[config.mk]
export PLATFORM = sky130hd
export DESIGN_NAME = reg_bus_master
export DESIGN_NICKNAME = d
export VERILOG_FILES = /design/src/rtl/reg_bus_master.sv
export SDC_FILE = /design/constraint.sdc
export NUM_CORES = 1
export LEC_CHECK = 0
export BUFFER_PORTS_ARGS = -buffer_cell sky130_fd_sc_hd__buf_4
export CAP_MARGIN = 20
export CORE_UTILIZATION = 43
export DETAILED_ROUTE_END_ITERATION = 10
export PLACE_DENSITY_LB_ADDON = 0.15
export SLEW_MARGIN = 20
export SYNTH_ARGS = -nofsm -noshare
export SYNTH_HDL_FRONTEND = slang
export SYNTH_SLANG_ARGS = --single-unit
[constraint.sdc]
create_clock -name clk -period 1.85 [get_ports clk]
set_clock_uncertainty 0.2 [all_clocks]
set_input_delay 0.4625 -clock clk [delete_from_list [all_inputs] [get_ports clk]]
set_output_delay 0.4625 -clock clk [all_outputs]
set_load 0.005 [all_outputs]
[src/rtl/reg_bus_master.sv]
// Byte-wide register bus initiator: takes one read/write request at a time and sequences
// SETUP, STROBE and HOLD phases on the peripheral bus, returning a one-cycle response.
module reg_bus_master #(
  parameter int unsigned ADDR_W     = 8,
  parameter int unsigned STROBE_CYC = 2,
  parameter int unsigned USE_DTACK  = 0,
  parameter int unsigned TIMEOUT    = 15
) (
  input  logic              clk,
  input  logic              reset,
  input  logic              req_valid,
  output logic              req_ready,
  input  logic              req_write,
  input  logic [ADDR_W-1:0] req_addr,
  input  logic [7:0]        req_wdata,
  output logic              rsp_valid,
  output logic [7:0]        rsp_rdata,
  output logic              rsp_err,
  output logic [ADDR_W-1:0] bus_addr,
  output logic              bus_sel,
  output logic              bus_ds,
  output logic              bus_rw,
  output logic [7:0]        bus_dout,
  input  logic [7:0]        bus_din,
  input  logic              bus_dtack
);

  typedef enum logic [1:0] {StIdle, StSetup, StStrobe, StHold} state_e;

  state_e     state_q;
  logic       write_q;
  logic [7:0] cnt_q;
  logic       strobe_done;
  logic       strobe_err;

  assign req_ready = (state_q == StIdle);

  // A dtack on the same edge as the timeout wins, so it is tested first.
  always_comb begin
    strobe_done = 1'b0;
    strobe_err  = 1'b0;
    if (USE_DTACK != 0) begin
      if (bus_dtack) begin
        strobe_done = 1'b1;
      end else if (cnt_q == 8'(TIMEOUT)) begin
        strobe_done = 1'b1;
        strobe_err  = 1'b1;
      end
    end else begin
      strobe_done = (cnt_q == 8'(STROBE_CYC));
    end
  end

  // All bus outputs are registers so peripherals sampling on negedge never see a glitch.
  always_ff @(posedge clk) begin
    if (reset) begin
      state_q   <= StIdle;
      write_q   <= 1'b0;
      cnt_q     <= '0;
      rsp_valid <= 1'b0;
      rsp_rdata <= '0;
      rsp_err   <= 1'b0;
      bus_sel   <= 1'b0;
      bus_ds    <= 1'b1;
      bus_rw    <= 1'b1;
      bus_addr  <= '0;
      bus_dout  <= '0;
    end else begin
      rsp_valid <= 1'b0;
      unique case (state_q)
        StIdle: begin
          if (req_valid) begin
            write_q  <= req_write;
            bus_sel  <= 1'b1;
            bus_ds   <= 1'b1;
            bus_rw   <= ~req_write;
            bus_addr <= req_addr;
            bus_dout <= req_write ? req_wdata : 8'h00;
            state_q  <= StSetup;
          end
        end
        StSetup: begin
          bus_ds  <= 1'b0;
          cnt_q   <= 8'd1;
          state_q <= StStrobe;
        end
        StStrobe: begin
          if (strobe_done) begin
            bus_ds    <= 1'b1;
            rsp_valid <= 1'b1;
            rsp_err   <= strobe_err;
            rsp_rdata <= (write_q || strobe_err) ? 8'h00 : bus_din;
            state_q   <= StHold;
          end else begin
            cnt_q <= cnt_q + 8'd1;
          end
        end
        StHold: begin
          bus_sel  <= 1'b0;
          bus_rw   <= 1'b1;
          bus_addr <= '0;
          bus_dout <= '0;
          state_q  <= StIdle;
        end
        default: state_q <= StIdle;
      endcase
    end
  end

endmodule

==> flow_summary.ini, run 1 <==
[status]
outcome = finished, violations left
violations = negative setup slack

[placed_design]
routabilityCongestion = 0.721
place_area_um2 = 2140
port_buffers = 56
hpwl_mm = 2.67

[cts]
h-tree-depth = 2
worstSkewPairLatency_ns = 0.35
cts_buffers = 5
root_buffer = clkbuf_4
clkTransAtPathRegs_ns = 0.12
cts_num_sinks = 39
cts_tree = yes
holdBufCountCts = 0
cts_buffer_depth = 2

[detailed_routing]
drt_iter0_drc = 56
avgViaCountPerCell = 5.30
vias = 1532
antenna_left = 0
drcViolationCount = 0
drt_wl_total_mm = 3.92
first_pass_iters = 4
routedWlPerCell_um = 13.6

[critical_path]
critical_path.startpoint = cnt_q[0]
r2r_cells = 7
rr_endpoint = cnt_q[1]
ff2ff_setup_slack_ns = -0.07
path_class = reg -> reg
critPathMaxFanout = 4
crit_end = cnt_q[1]
critPathCaptureType = register
arrival_ns = 2.02
cp_data_required_time_ns = 1.95
cp-start-kind = register
r2r-start = cnt_q[0]

[power_and_ir_drop]
power_frac_clock = 0.210
seqPwrFrac = 0.360
switchingPower_mw = 0.960
p_per_area_nw_per_um2 = 1220
power_leakage_nw = 1.02
ir_drop_mv = 0.718
p_sw_frac = 0.335
combPwrFrac = 0.431
cellInternalPower_mw = 1.91

[yosys]
synth_nets = 202
synth_cell_types = 37
synth-seq-cells = 39
avgSynthCellArea_um2 = 9.42
yosys_warnings = 0
syn_inst = 167
synth-seq-area-share = 0.496
syn-cell-area_um2 = 1570

[timing]
rsz0062_at_grt = yes
tns_ns = -0.310
setup_viol = 12
min_period_ns = 1.92
hold_viol = 0
setup_ws_ns = -0.0690
fin_crit_sh = 1.04
max_freq_mhz = 521
drv_slew = 0

[die]
die-area_um2 = 3900
ios = 59
rows = 21
core_area_um2 = 3420
dieWidth_um = 62.5
die_y_um = 62.5
start_util = 0.460

[cells_and_area]
insertedDiodeCount = 0
n_fill_cell = 268
mostFrequentLayoutCell = buf_4
nets = 277
register_area_um2 = 786
syn_to_final_growth_pct = 49.6
final_core_util = 0.689
drive_gt1_frac = 0.444
multi_input_area_um2 = 815
most-common-layout-cells = buf_4, dfxtp_1, nor2_1
fin_area_um2 = 2350

[hold_path]
hp-class = in -> reg

[global_route]
grt_max_degree = 21
grt_overflow = 0
first_global_vias = 1456
grt_pass1_wl_mm = 6.24
antenna_found_initial = 0
grt_usage = 0.203

[run]
max_cap_violations = 0
-- logic make-up (layout without fill, tap and decap cells) --
logic type,Yosys count,in the layout,share of synthesized area
DFF,39,39,0.496
and+or+nand+nor,56,56,0.189
buffers and inverters,15,91,0.0390
AOI/OAI and AO/OA,50,50,0.226
adders and majority gates,6,6,0.0477
other,1,1,0.00238
-- Yosys cell counts --
cell type / count / area [um2]
a22o_1: 8 / 70.1
clkbuf_1: 7 / 26.3
nor3_2: 1 / 10.0
a41o_1: 1 / 10.0
a311oi_1: 2 / 17.5
nor2_1: 24 / 90.1
nor4_4: 1 / 21.3
and3_1: 1 / 6.26
ha_1: 6 / 75.1
a31oi_1: 1 / 6.26
or4b_4: 1 / 13.8
nand3_1: 3 / 15.0
dfxtp_1: 39 / 781
o21a_1: 3 / 22.5
and2_1: 1 / 6.26
o31a_1: 1 / 8.76
o21ai_0: 6 / 30.0
a211oi_1: 1 / 7.51
buf_2: 1 / 5.00
nand2b_1: 1 / 6.26
and3b_1: 1 / 8.76
nor3_1: 5 / 25.0
or3b_2: 1 / 8.76
and4_1: 1 / 8.76
a21oi_1: 8 / 40.0
or2_2: 1 / 6.26
inv_1: 6 / 22.5
a22oi_1: 16 / 120
nor2b_1: 2 / 12.5
nand2_1: 8 / 30.0
conb_1: 1 / 3.75
nand3b_1: 2 / 15.0
o21ai_2: 1 / 8.76
or3_1: 2 / 12.5
o21ai_1: 1 / 5.00
buf_4: 1 / 7.51
a41oi_1: 1 / 8.76
-- worst max-delay path: stages (launching register included) --
cell	delay [ns]
dfxtp_2	0.34
inv_2	0.06
ha_4	0.10
or4b_4	0.52
nor3_4	0.26
buf_4	0.16
o21a_1	0.13
o21a_1	0.10
-- how the worst min path moves through the flow --
| stage | from | to | slack (ns) | cells past startpoint |
|---|---|---|---|---|
| after global placement | rsp_rdata[0] | rsp_rdata[0] | 0.26 | 1 |
| final | bus_din[5] | rsp_rdata[5] | 0.1 | 2 |
| after detailed placement | rsp_rdata[2] | rsp_rdata[2] | 0.27 | 1 |
| after CTS | bus_din[7] | rsp_rdata[7] | 0.09 | 2 |
| after floorplan | cnt_q[7] | cnt_q[7] | 0.26 | 2 |
| after global routing | bus_din[7] | rsp_rdata[7] | 0.08 | 2 |
-- state kept, by name, indices dropped and copies added (netlist names), 2 cells and up --
signal     cells
bus_dout       8
cnt_q          8
bus_addr       8
state_q        2
rsp_rdata      8
-- metal layers --
metal	vias up	global-route usage	share of wire
met5	-	0	0
met4	0	0.0698	0.019
met3	9	0.0712	0.053
met2	40	0.364	0.51
met1	735	0.218	0.42
li1	748	-	-
-- final cells by class --
| type | count | share of cell area |
|---|---|---|
| Timing Repair Buffer | 77 | 0.249 |
| Multi-Input combinational cell | 113 | 0.346 |
| Sequential cell | 39 | 0.334 |
| Clock inverter | 2 | 0.0149 |
| Tap cell | 46 | 0.0245 |
| Inverter | 6 | 0.00957 |
| Clock buffer | 6 | 0.0218 |
-- what timing repair did --
item                       in CTS  in global routing
gates cloned                    0                  0
resized for setup              14                 11
buffers inserted                4                  2
setup endpoints to repair      15                 25
pin swaps                      13                 13
-- per-stage QoR --
step / power (mW) / hold WS, ns / setup WS (ns) / instances
after floorplan: 1.59 / 0.258 / -0.0181 / 167
after global placement: 2.00 / 0.263 / -0.0891 / 276
after detailed placement: 2.05 / 0.269 / -0.117 / 276
after CTS: 2.78 / 0.0946 / -0.0744 / 288
after global routing: 3.04 / 0.0772 / -0.115 / 289
final: 2.87 / 0.0997 / -0.0690 / 289
-- power by group through the flow --
stage,Sequential (mW),Clock [mW],Combinational (mW)
finish,1.03,0.600,1.23
detailed placement,1.04,0,1.01
floorplan,1.05,0,0.541
global placement,1.03,0,0.967
CTS,1.03,0.616,1.13
global route,1.04,0.654,1.34
Power figures use the tool's default switching activity.
==> run 2: changes to the inputs <==
Settings changed: RECOVER_POWER from default to 50, SETUP_SLACK_MARGIN from default to 0.15.
==> run 2 against run 1 <==
Flip-flop and latch count unchanged. Worst setup slack improved by 0.0067 ns. Final area decreased by 4.0%. Sequential power about the same. Largest cell class unchanged. Critical path depth decreased by 1. The run still ends with negative setup slack left. Cell count decreased by 2.1%. Global-route usage decreased by 0.65 points. Combinational power decreased by 13%. Largest power group unchanged. Clock-buffer cell count increased by 1. Fmax increased by 0.35%.
==> flow_summary.ini, run 2 (synthesis gave the netlist of run 1 again) <==
[cells_and_area]
fin_area_um2 = 2260
n_fill_cell = 293
mostFrequentLayoutCell = buf_4
final_core_util = 0.661
register_area_um2 = 790
drive_gt1_frac = 0.414
multi_input_area_um2 = 797
insertedDiodeCount = 0
nets = 271
syn_to_final_growth_pct = 43.5
most-common-layout-cells = buf_4, dfxtp_1, clkbuf_4

[timing]
hold_viol = 0
rsz0062_at_grt = yes
min_period_ns = 1.91
drv_slew = 0
max_freq_mhz = 523
setup_ws_ns = -0.0623
setup_viol = 3
fin_crit_sh = 1.03

[cts]
root_buffer = clkbuf_4
cts_tree = yes
cts_num_sinks = 39
worstSkewPairLatency_ns = 0.34
cts_buffer_depth = 2
holdBufCountCts = 0
clkTransAtPathRegs_ns = 0.11
cts_buffers = 5
h-tree-depth = 2

[placed_design]
routabilityCongestion = 0.813
place_area_um2 = 2160
port_buffers = 56
hpwl_mm = 2.71

[power_and_ir_drop]
ir_drop_mv = 0.757
power_leakage_nw = 0.952
p_per_area_nw_per_um2 = 1120

[critical_path]
cp-start-kind = register
critical_path_cell_count = 6
critPathBufInv = 1
crit_chain = inv_2 > ha_4 > or4b_4 > o21ai_4 > a211oi_2 > a41o_1
critPathMaxFanout = 8
r2r_cells = 6
cpPeakStageDelay_ns = 0.50
cp_data_required_time_ns = 1.89
critPathCaptureType = register
path_class = reg -> reg
critPathTopFamily = compound AO/OA/AOI/OAI gates
slowest_stage = or4b_4
arrival_ns = 1.95

[hold_path]
hp-class = in -> reg
hold_depth = 2

[run]
max_cap_violations = 0

[detailed_routing]
drt_wl_total_mm = 3.67
drt_iter0_drc = 58
avgViaCountPerCell = 5.33
first_pass_iters = 4
vias = 1507
routedWlPerCell_um = 13.0
drcViolationCount = 0
antenna_left = 0

[global_route]
grt_max_degree = 28
antenna_found_initial = 0
first_global_vias = 1356
grt_usage = 0.196
grt_pass1_wl_mm = 6.08
grt_overflow = 0

[die]
dieWidth_um = 62.5
die-area_um2 = 3900
ios = 59
die_y_um = 62.5
start_util = 0.460
rows = 21
core_area_um2 = 3420

[status]
outcome = finished, violations left
violations = negative setup slack
## run 2: repair_timing
action,4_1_cts,5_1_grt
resized for setup,2,10
buffers inserted,0,1
pin swaps,1,4
endpoints found under the setup margin,20,33
## run 2: final cells by class
cell class                      instances  area share
Multi-Input combinational cell        113       0.353
Sequential cell                        39       0.350
Timing Repair Buffer                   71       0.239
Tap cell                               46      0.0255
Clock buffer                            7      0.0200
Inverter                                6     0.00998
Clock inverter                          1     0.00222
## run 2: where the power goes
part           switching [mW]  internal [mW]  leakage [nW]
logic                   0.557          0.513         0.604
clock network           0.266          0.148        0.0293
registers              0.0757          0.962         0.319
## run 2: path summary, 6_finish.rpt
path	slack, ns	from	end
worst max-delay path	-0.06	cnt_q[0]	state_q[1]
worst min-delay path	0.12	bus_din[3]	rsp_rdata[3]
worst max register to register	-0.06	cnt_q[0]	state_q[1]
worst min register to register	0.30	rsp_rdata[4]	rsp_rdata[4]
## run 2: per-layer routing
layer  global-route usage  up-vias  wire length, um
met3               0.0620        7              195
met4               0.0698        0               54
met1                0.231      715             1610
li1                     -      738                -
met2                0.333       47             1810
met5                    0        -                0
## run 2: through the flow
stage	power, mW	cells	setup slack, ns	hold WS (ns)	setup TNS (ns)
after detailed placement	2.06	274	-0.0306	0.266	-0.0612
final	2.52	283	-0.0623	0.124	-0.0981
after CTS	2.49	282	-0.0496	0.115	-0.290
after global routing	2.70	283	-0.0905	0.106	-0.684
after floorplan	1.67	167	0.0432	0.254	0
after global placement	2.02	274	0.00370	0.267	0
## run 2: worst reg2reg max path: stages, from the launching register on
cell      delay, ns
dfxtp_2        0.34
inv_2          0.06
ha_4           0.11
or4b_4         0.50
o21ai_4        0.29
a211oi_2       0.11
a41o_1         0.20
